--- config.mk ---
export PLATFORM = sky130hd
export DESIGN_NAME = shift_right_iter
export DESIGN_NICKNAME = d
export VERILOG_FILES = /design/src/rtl/shift_right_iter_pkg.sv /design/src/rtl/shift_right_iter_shr_step.sv /design/src/rtl/shift_right_iter.sv
export SDC_FILE = /design/constraint.sdc
export NUM_CORES = 1
export LEC_CHECK = 0
export BUFFER_PORTS_ARGS = -buffer_cell sky130_fd_sc_hd__buf_4
export CORE_MARGIN = 2
export CORE_UTILIZATION = 61
export CTS_BUF_LIST = sky130_fd_sc_hd__clkbuf_8
export CTS_CLUSTER_SIZE = 8
export DETAILED_ROUTE_END_ITERATION = 8
export GPL_ROUTABILITY_DRIVEN = 0
export GPL_TIMING_DRIVEN = 0
export PLACE_DENSITY_LB_ADDON = 0.12
export SLEW_MARGIN = 20
export SYNTH_ARGS = -nofsm -noshare
export SYNTH_HDL_FRONTEND = slang
export SYNTH_SLANG_ARGS = --single-unit
--- constraint.sdc ---
create_clock -name clk -period 3.92 [get_ports clk]
set_input_delay 0.392 -clock clk [delete_from_list [all_inputs] [get_ports clk]]
set_output_delay 0.392 -clock clk [all_outputs]
set_load 0.05 [all_outputs]
--- src/rtl/shift_right_iter_pkg.sv ---
`default_nettype none
// +----------------------------------------------------------------------+
// | Module      : shift_right_iter_pkg                                   |
// | Description : Shared types and constants for the iterative right     |
// |               shifter (state encoding, op codes, default sizes).     |
// | Revision    : 1.0 - initial release                                  |
// +----------------------------------------------------------------------+
package shift_right_iter_pkg;

  localparam int DEF_WIDTH   = 32;
  localparam int DEF_SHAMT_W = 5;

  // Fill selection captured with start
  localparam logic SHR_LOGIC = 1'b0;
  localparam logic SHR_ARITH = 1'b1;

  typedef enum logic [1:0] {
    IDLE  = 2'b00,
    SHIFT = 2'b01,
    DONE  = 2'b10
  } state_t;

endpackage
`default_nettype wire

--- src/rtl/shift_right_iter_shr_step.sv ---
`default_nettype none
// +----------------------------------------------------------------------+
// | Module      : shift_right_iter_shr_step                              |
// | Description : One binary-weighted stage of the right shifter: shifts |
// |               acc right by 2^step with the given fill bit, or passes |
// |               acc through unchanged when en is low.                  |
// | Revision    : 1.0 - initial release                                  |
// +----------------------------------------------------------------------+
module shift_right_iter_shr_step
  import shift_right_iter_pkg::*;
#(
  parameter int WIDTH   = DEF_WIDTH,
  parameter int SHAMT_W = DEF_SHAMT_W,
  parameter int STEP_W  = 3
) (
  input  logic [WIDTH-1:0]  acc,
  input  logic [STEP_W-1:0] step,
  input  logic              en,
  input  logic              fill,
  output logic [WIDTH-1:0]  acc_out
);

  logic        [SHAMT_W-1:0] w_dist;
  logic signed [WIDTH:0]     w_ext;

  // Prepend the fill bit as a sign bit so >>> replicates it into the vacated bits
  always_comb begin
    w_dist       = '0;
    w_dist[step] = 1'b1;
    w_ext        = {fill, acc};
    acc_out      = en ? WIDTH'(w_ext >>> w_dist) : acc;
  end

endmodule
`default_nettype wire

--- src/rtl/shift_right_iter.sv ---
`default_nettype none
// +----------------------------------------------------------------------+
// | Module      : shift_right_iter                                       |
// | Description : Multi-cycle logical/arithmetic right shifter. Resolves |
// |               one binary-weighted stage of the shift amount per      |
// |               clock behind a start/ready/done handshake.             |
// | Revision    : 1.0 - initial release                                  |
// +----------------------------------------------------------------------+
module shift_right_iter
  import shift_right_iter_pkg::*;
#(
  parameter int WIDTH   = DEF_WIDTH,
  parameter int SHAMT_W = DEF_SHAMT_W
) (
  input  logic             clk,
  input  logic             rst,
  input  logic             start,
  input  logic             arith,
  input  logic [WIDTH-1:0] operand,
  input  logic [31:0]      sa,
  output logic             ready,
  output logic             busy,
  output logic             done,
  output logic [WIDTH-1:0] result
);

  localparam int STEP_W = (SHAMT_W > 1) ? $clog2(SHAMT_W) : 1;
  localparam logic [STEP_W-1:0] C_LAST_STEP = STEP_W'(SHAMT_W - 1);

  state_t             r_state;
  logic [WIDTH-1:0]   r_acc;
  logic [SHAMT_W-1:0] r_amt;
  logic               r_fill;
  logic [STEP_W-1:0]  r_step;
  logic               r_ready;
  logic               r_busy;
  logic               r_done;
  logic [WIDTH-1:0]   r_result;

  logic [WIDTH-1:0]   w_acc_next;
  logic               w_fill_in;
  logic               w_unused_sa;

  // Only the low SHAMT_W bits of the shift amount are meaningful
  assign w_unused_sa = ^sa[31:SHAMT_W];
  assign w_fill_in   = (arith == SHR_ARITH) & operand[WIDTH-1];

  shift_right_iter_shr_step #(
    .WIDTH   (WIDTH),
    .SHAMT_W (SHAMT_W),
    .STEP_W  (STEP_W)
  ) u_shr_step (
    .acc     (r_acc),
    .step    (r_step),
    .en      (r_amt[r_step]),
    .fill    (r_fill),
    .acc_out (w_acc_next)
  );

  // Control FSM with registered handshake outputs; result only moves on SHIFT->DONE
  always_ff @(posedge clk or posedge rst) begin
    if (rst) begin
      r_state  <= IDLE;
      r_acc    <= '0;
      r_amt    <= '0;
      r_fill   <= 1'b0;
      r_step   <= '0;
      r_ready  <= 1'b1;
      r_busy   <= 1'b0;
      r_done   <= 1'b0;
      r_result <= '0;
    end else begin
      case (r_state)
        IDLE, DONE: begin
          r_done <= 1'b0;
          if (start) begin
            r_acc   <= operand;
            r_amt   <= sa[SHAMT_W-1:0];
            r_fill  <= w_fill_in;
            r_step  <= '0;
            r_state <= SHIFT;
            r_ready <= 1'b0;
            r_busy  <= 1'b1;
          end else begin
            r_state <= IDLE;
            r_ready <= 1'b1;
            r_busy  <= 1'b0;
          end
        end
        SHIFT: begin
          r_acc  <= w_acc_next;
          r_step <= r_step + 1'b1;
          if (r_step == C_LAST_STEP) begin
            r_result <= w_acc_next;
            r_state  <= DONE;
            r_ready  <= 1'b1;
            r_busy   <= 1'b0;
            r_done   <= 1'b1;
          end
        end
        default: begin
          r_state <= IDLE;
          r_ready <= 1'b1;
          r_busy  <= 1'b0;
          r_done  <= 1'b0;
        end
      endcase
    end
  end

  assign ready  = r_ready;
  assign busy   = r_busy;
  assign done   = r_done;
  assign result = r_result;

endmodule
`default_nettype wire

==> flow_metrics.tcl, run 1 <==
set metrics [dict create \
    skew_ns 0.00871 \
    ant_nets 0 \
    fin_util 0.751 \
    die_w_um 93.6 \
    setup_viol 0 \
    start_kind "flop" \
    htree_num_levels 3 \
    post-route-period-util 0.702 \
    clock.fmax_mhz 364 \
    gr-usage-met3 0.102 \
    ys.flop_type "dfrtp_1" \
    slew-limit-headroom 0.554 \
    criticalPathCategory "reg2reg" \
    syn_to_final_growth_pct 19.1 \
    critPathMaxFanout 10 \
    hpwl_um 11700 \
    place_area_um2 5610 \
    synth_nets 632 \
    post_cts_buffers 0 \
    outcome "finished, final reports clean" \
    core_area_um2 7770 \
    final_cell_area_um2 5830 \
    rsz0062_at_grt "no" \
    drive_gt1_frac 0.220 \
    grt_overflow 0 \
    path_cells "buf_2 -> inv_1 -> clkbuf_1 -> ha_1 -> nand3_1 -> buf_2 -> buf_1 -> nand2_1 -> o31ai_1" \
    num-nets-final 719 \
    vias 5343 \
    wirelength_um 16400 \
    hold_viol 0 \
    grt_pass1_vias 5077 \
    antenna_found_initial 0 \
    cts_tree "done" \
    die_y_um 93.6 \
    yosys-top-cells-area "dfrtp_1 38%, nand2_1 6.7%, o221ai_1 4.6%, mux2i_1 3.9%, o22ai_1 3.2%" \
    synth_warnings 0 \
    n_antenna_cell 0 \
    cts_max_path_buffers 2 \
    synth-seq-cells 76 \
    synthAdderAreaFrac 0.00511 \
    arrival_ns 3.03 \
    finalCriticalPeriod_ns 2.75 \
    worst_pin_slew_ns 0.661 \
    start_util 0.630 \
    dr.pass1.iters 9 \
    yosys.area.top_type_share 0.383 \
    ys_seq_area_frac 0.389 \
    crit_top_cell "buf_2" \
    synth_top_family_by_area "compound AO/OA/AOI/OAI gates" \
    synth_edf_count 0 \
    use_met1 0.491 \
    insertion_delay_ns 0.37 \
    yosys.area.top_type "dfrtp_1" \
    synth_mux_area_frac 0.0733 \
    drv_cap 0 \
    post_cts_resized 0 \
    clk_pin_slew_ns 0.08 \
    portBuffers 75 \
    fin_tns_setup_ns 0 \
    critPathRequiredTime_ns 4.20 \
    cts-root-buf "clkbuf_8" \
    drv_slew 0 \
    syn_area_um2 4900 \
    wire_per_inst_um 21.7 \
    cts_hold_repair.buffers 0 \
    groute.usage.overall 0.387 \
    cts_made_buffers 9 \
    viasPerCell 7.07 \
    syn_inst 562 \
    hold_class "in2async" \
    die_area_um2 8760 \
    fill_cells 636 \
    grt.busiest_layer "met2" \
    drt_iter0_markers 1036 \
    async_flop_share 1.00 \
    post_synth.cell_area_avg_um2 8.71 \
    drc 0 \
    yosys.area_share.simple 0.175 \
    synthDistinctLibCells 56 \
    cts_sinks 76 \
    critical_path.max_stage_delay_ns 0.47 \
    grt_use_met2 0.590 \
    synth-compound-area-share 0.280 \
    synth_xor_area_frac 0 \
    grt_pass1_wl_um 26000 \
    grt_max_degree 40 \
    rows 32 \
    slowest_stage "dfrtp_1" \
    worstSetupEndpointType "flop" \
    io_pins 103 \
]
-- sequential cells by signal, summed over array words and instances (netlist names) --
| register | cells |
|---|---|
| ready | 1 |
| r_fill | 1 |
| r_amt | 5 |
| busy | 1 |
| result | 32 |
| r_step | 3 |
| done | 1 |
| r_acc | 32 |
-- routing by layer --
| metal | wire length [um] | vias to the layer above |
|---|---|---|
| met2 | 6980 | 461 |
| li1 | - | 2255 |
| met3 | 2160 | 145 |
| met5 | 0 | - |
| met1 | 6010 | 2482 |
| met4 | 1240 | 0 |
-- path summary, 6_finish.rpt --
kind	start	to	slack (ns)	depth (start not counted)
worst min-delay path	rst	result[25]	0.04	2
worst max-delay path	r_step[1]	result[21]	1.17	9
worst max register to register	r_step[1]	result[21]	1.17	9
worst min register to register	result[27]	result[27]	0.48	2
min in group clk	sa[4]	r_amt[4]	0.21	3
max in group asynchronous	rst	ready	3.24	3
-- cell families after synthesis --
group / after synthesis
AOI/OAI and AO/OA: 188
and+or+nand+nor: 186
buffers and inverters: 80
DFF: 76
muxes: 30
adders and majority gates: 2
-- final cells by class --
cell class	instances	area (um^2)	area share
Multi-Input combinational cell	406	2610	0.447
Sequential cell	76	1900	0.326
Timing Repair Buffer	76	583	0.0999
Buffer	57	300	0.0515
Clock buffer	10	138	0.0236
Tap cell	102	128	0.0219
Inverter	23	88.8	0.0152
Clock inverter	6	86.3	0.0148
-- cells in the mapped netlist (8+ instances only) --
library cell   n
o22ai_1       25
nor3_1         9
a211oi_1      12
nor2_1        35
nand3_1        8
o221ai_1      26
o21ai_0       23
dfrtp_1       75
buf_2         18
nand2_1       87
a21oi_1       12
inv_1         20
a221oi_1       9
o31ai_1       15
nand2b_1      12
clkbuf_1      25
mux2i_1       19
nor2b_1       15
a31oi_1       18
a22oi_1       12
-- placed cells by master, fill, tap and decap left out, drive strengths merged, types with 5 or more instances in the layout --
cell type	n
mux2	7
o31ai	15
a221o	6
a221oi	9
a31oi	18
mux2i	19
nand3	8
and2	6
o221ai	26
nand2b	12
nor2	36
a22oi	12
nor3	10
o22ai	26
o21ai	25
o211ai	6
clkinv	5
a211oi	12
clkbuf	35
a21oi	13
dfrtp	75
nand2	88
nor2b	15
inv	21
buf	108
-- critical path, delay by kind of cell (launching register included) --
| family | cells | cell delay [ns] |
|---|---|---|
| adders and majority gates | 1 | 0.29 |
| AOI/OAI and AO/OA | 1 | 0.09 |
| and+or+nand+nor | 2 | 0.37 |
| DFF | 1 | 0.47 |
| buffers and inverters | 5 | 1.44 |
-- metrics by stage --
step,setup slack (ns),hold WS (ns),cells
2_1_floorplan,1.59,0.445,562
3_3_place_gp,0.763,0.463,739
3_5_place_dp,1.25,0.458,740
4_1_cts,1.24,0.0747,756
5_1_grt,1.01,0.0874,756
6_report,1.17,0.0416,756
Power of run 1 is left out: the tool's default activity adds up to more than one toggle a clock period on the data nets, which glitch-free logic cannot reach.
==> run 2: changes to the inputs <==
Settings changed: CORE_UTILIZATION 61 to 52.
Clock period 3.92 ns to 2.2 ns, I/O delays scaled along.
==> flow_metrics.tcl, run 2 (same netlist as run 1, synthesis figures left out) <==
set metrics [dict create \
    hpwl_um 11700 \
    grt_pass1_wl_um 26800 \
    setup_viol 0 \
    groute.usage.overall 0.340 \
    viasPerCell 6.69 \
    n_antenna_cell 0 \
    grt_max_degree 42 \
    crit_family "compound AO/OA/AOI/OAI gates" \
    clock.fmax_mhz 471 \
    die_area_um2 10200 \
    drv_slew 0 \
    insertion_delay_ns 0.38 \
    rows 35 \
    ant_nets 0 \
    antenna_found_initial 0 \
    hold_class "in2reg" \
    path_cells "or2_0 -> buf_4 -> o22ai_4 -> nand2_4 -> a21oi_4 -> buf_4 -> o221ai_1" \
    fill_cells 784 \
    syn_to_final_growth_pct 23.4 \
    worstSetupEndpointType "flop" \
    multi_input_area_um2 2700 \
    skew_ns 0.0141 \
    num-nets-final 726 \
    pre_cts_ws_ns -0.482 \
    cts-root-buf "clkbuf_8" \
    start_kind "flop" \
    io_pins 103 \
    die_y_um 101 \
    fin_util 0.657 \
    cts_sinks 76 \
    post-route-period-util 0.966 \
    worst_pin_slew_ns 0.653 \
    wire_per_inst_um 21.7 \
    critical_path.max_stage_delay_ns 0.45 \
    outcome "finished, final reports clean" \
    wirelength_um 16800 \
    final_common_cell "buf_4" \
    arrival_ns 2.35 \
    htree_num_levels 3 \
    finalCriticalPeriod_ns 2.12 \
    portBuffers 75 \
    grt_pass1_vias 4960 \
    start_util 0.533 \
    seqCellArea_um2 1910 \
    drv_cap 0 \
    cts_max_path_buffers 2 \
    setup_ws_ns 0.0755 \
    slew-limit-headroom 0.559 \
    core_area_um2 9200 \
    critPathRequiredTime_ns 2.43 \
    worst_hold_slack_ns 0.0219 \
    cts_tree "done" \
    cts_made_buffers 9 \
    clk_pin_slew_ns 0.09 \
    drc 0 \
    grt_overflow 0 \
    drive_gt1_frac 0.263 \
    dr.pass1.iters 6 \
    slowest_stage "dfrtp_2" \
    dp.cells 749 \
    critPathMaxFanout 10 \
    fin_cells 772 \
    hold_viol 0 \
    criticalPathCategory "reg2reg" \
    crit_top_cell "buf_4" \
    layout_common_cells "95 x buf_4, 87 x nand2_1, 72 x dfrtp_1, 34 x nor2_1, 26 x o221ai_1" \
    drt_iter0_markers 856 \
    cp_num_buf_inv 2 \
    die_w_um 101 \
    vias 5163 \
]
-- run 2: cell count changes in the layout (fill, tap and decap cells not counted), moves of 4 or more --
cell / previous run / this run
clkbuf_4: 0 / 5
nor3_1: 9 / 5
nor3_2: 1 / 5
clkbuf_2: 0 / 4
buf_2: 18 / 7
buf_4: 82 / 95
clkbuf_1: 25 / 20
-- run 2: final cells by class --
class	instances	area share
plain buffers	57	0.0594
clock buffers	11	0.0251
clock inverters	5	0.00973
inverters	23	0.0151
multi-input cells	406	0.447
flip-flops and latches	76	0.316
well taps	111	0.0230
repair buffers	83	0.106
-- run 2: worst paths after layout --
kind / cells after the start / end / start / slack (ns)
max: 7 / r_acc[3] / r_step[0] / 0.08
max reg2reg: 7 / r_acc[3] / r_step[0] / 0.08
min reg2reg: 2 / r_amt[3] / r_amt[3] / 0.48
min in group asynchronous: 3 / result[17] / rst / 0.42
max in group asynchronous: 4 / r_step[1] / rst / 1.18
min: 3 / r_amt[3] / sa[3] / 0.02
-- run 2: metrics by stage --
| stage | TNS [ns] | cell area, um^2 |
|---|---|---|
| 6_report | 0 | 6040 |
| 5_1_grt | -0.00757 | 6040 |
| 4_1_cts | -0.0120 | 5890 |
| 3_5_place_dp | -13.98 | 5620 |
| 3_3_place_gp | -77.62 | 5600 |
| 2_1_floorplan | 0 | 4900 |
-- run 2: metal layers --
metal,track usage,vias to the layer above,share of wire
li1,-,2265,-
met1,0.462,2435,0.40
met2,0.497,357,0.44
met3,0.0881,106,0.11
met4,0.181,0,0.056
met5,0,-,0
-- run 2: worst min-delay path: stages --
cell	delay (ns)
buf_4	0.08
nand2_1	0.04
nand2_1	0.04
-- run 2: repair_timing --
| action | in CTS | in global routing |
|---|---|---|
| setup buffers | 0 | 6 |
| endpoints found under the hold margin | 34 | 0 |
| pin swaps | 1 | 8 |
| resized for setup | 16 | 39 |
| setup endpoints to repair | 44 | 65 |
| hold buffers | 1 | 0 |
Power of run 2 is left out for the same reason.
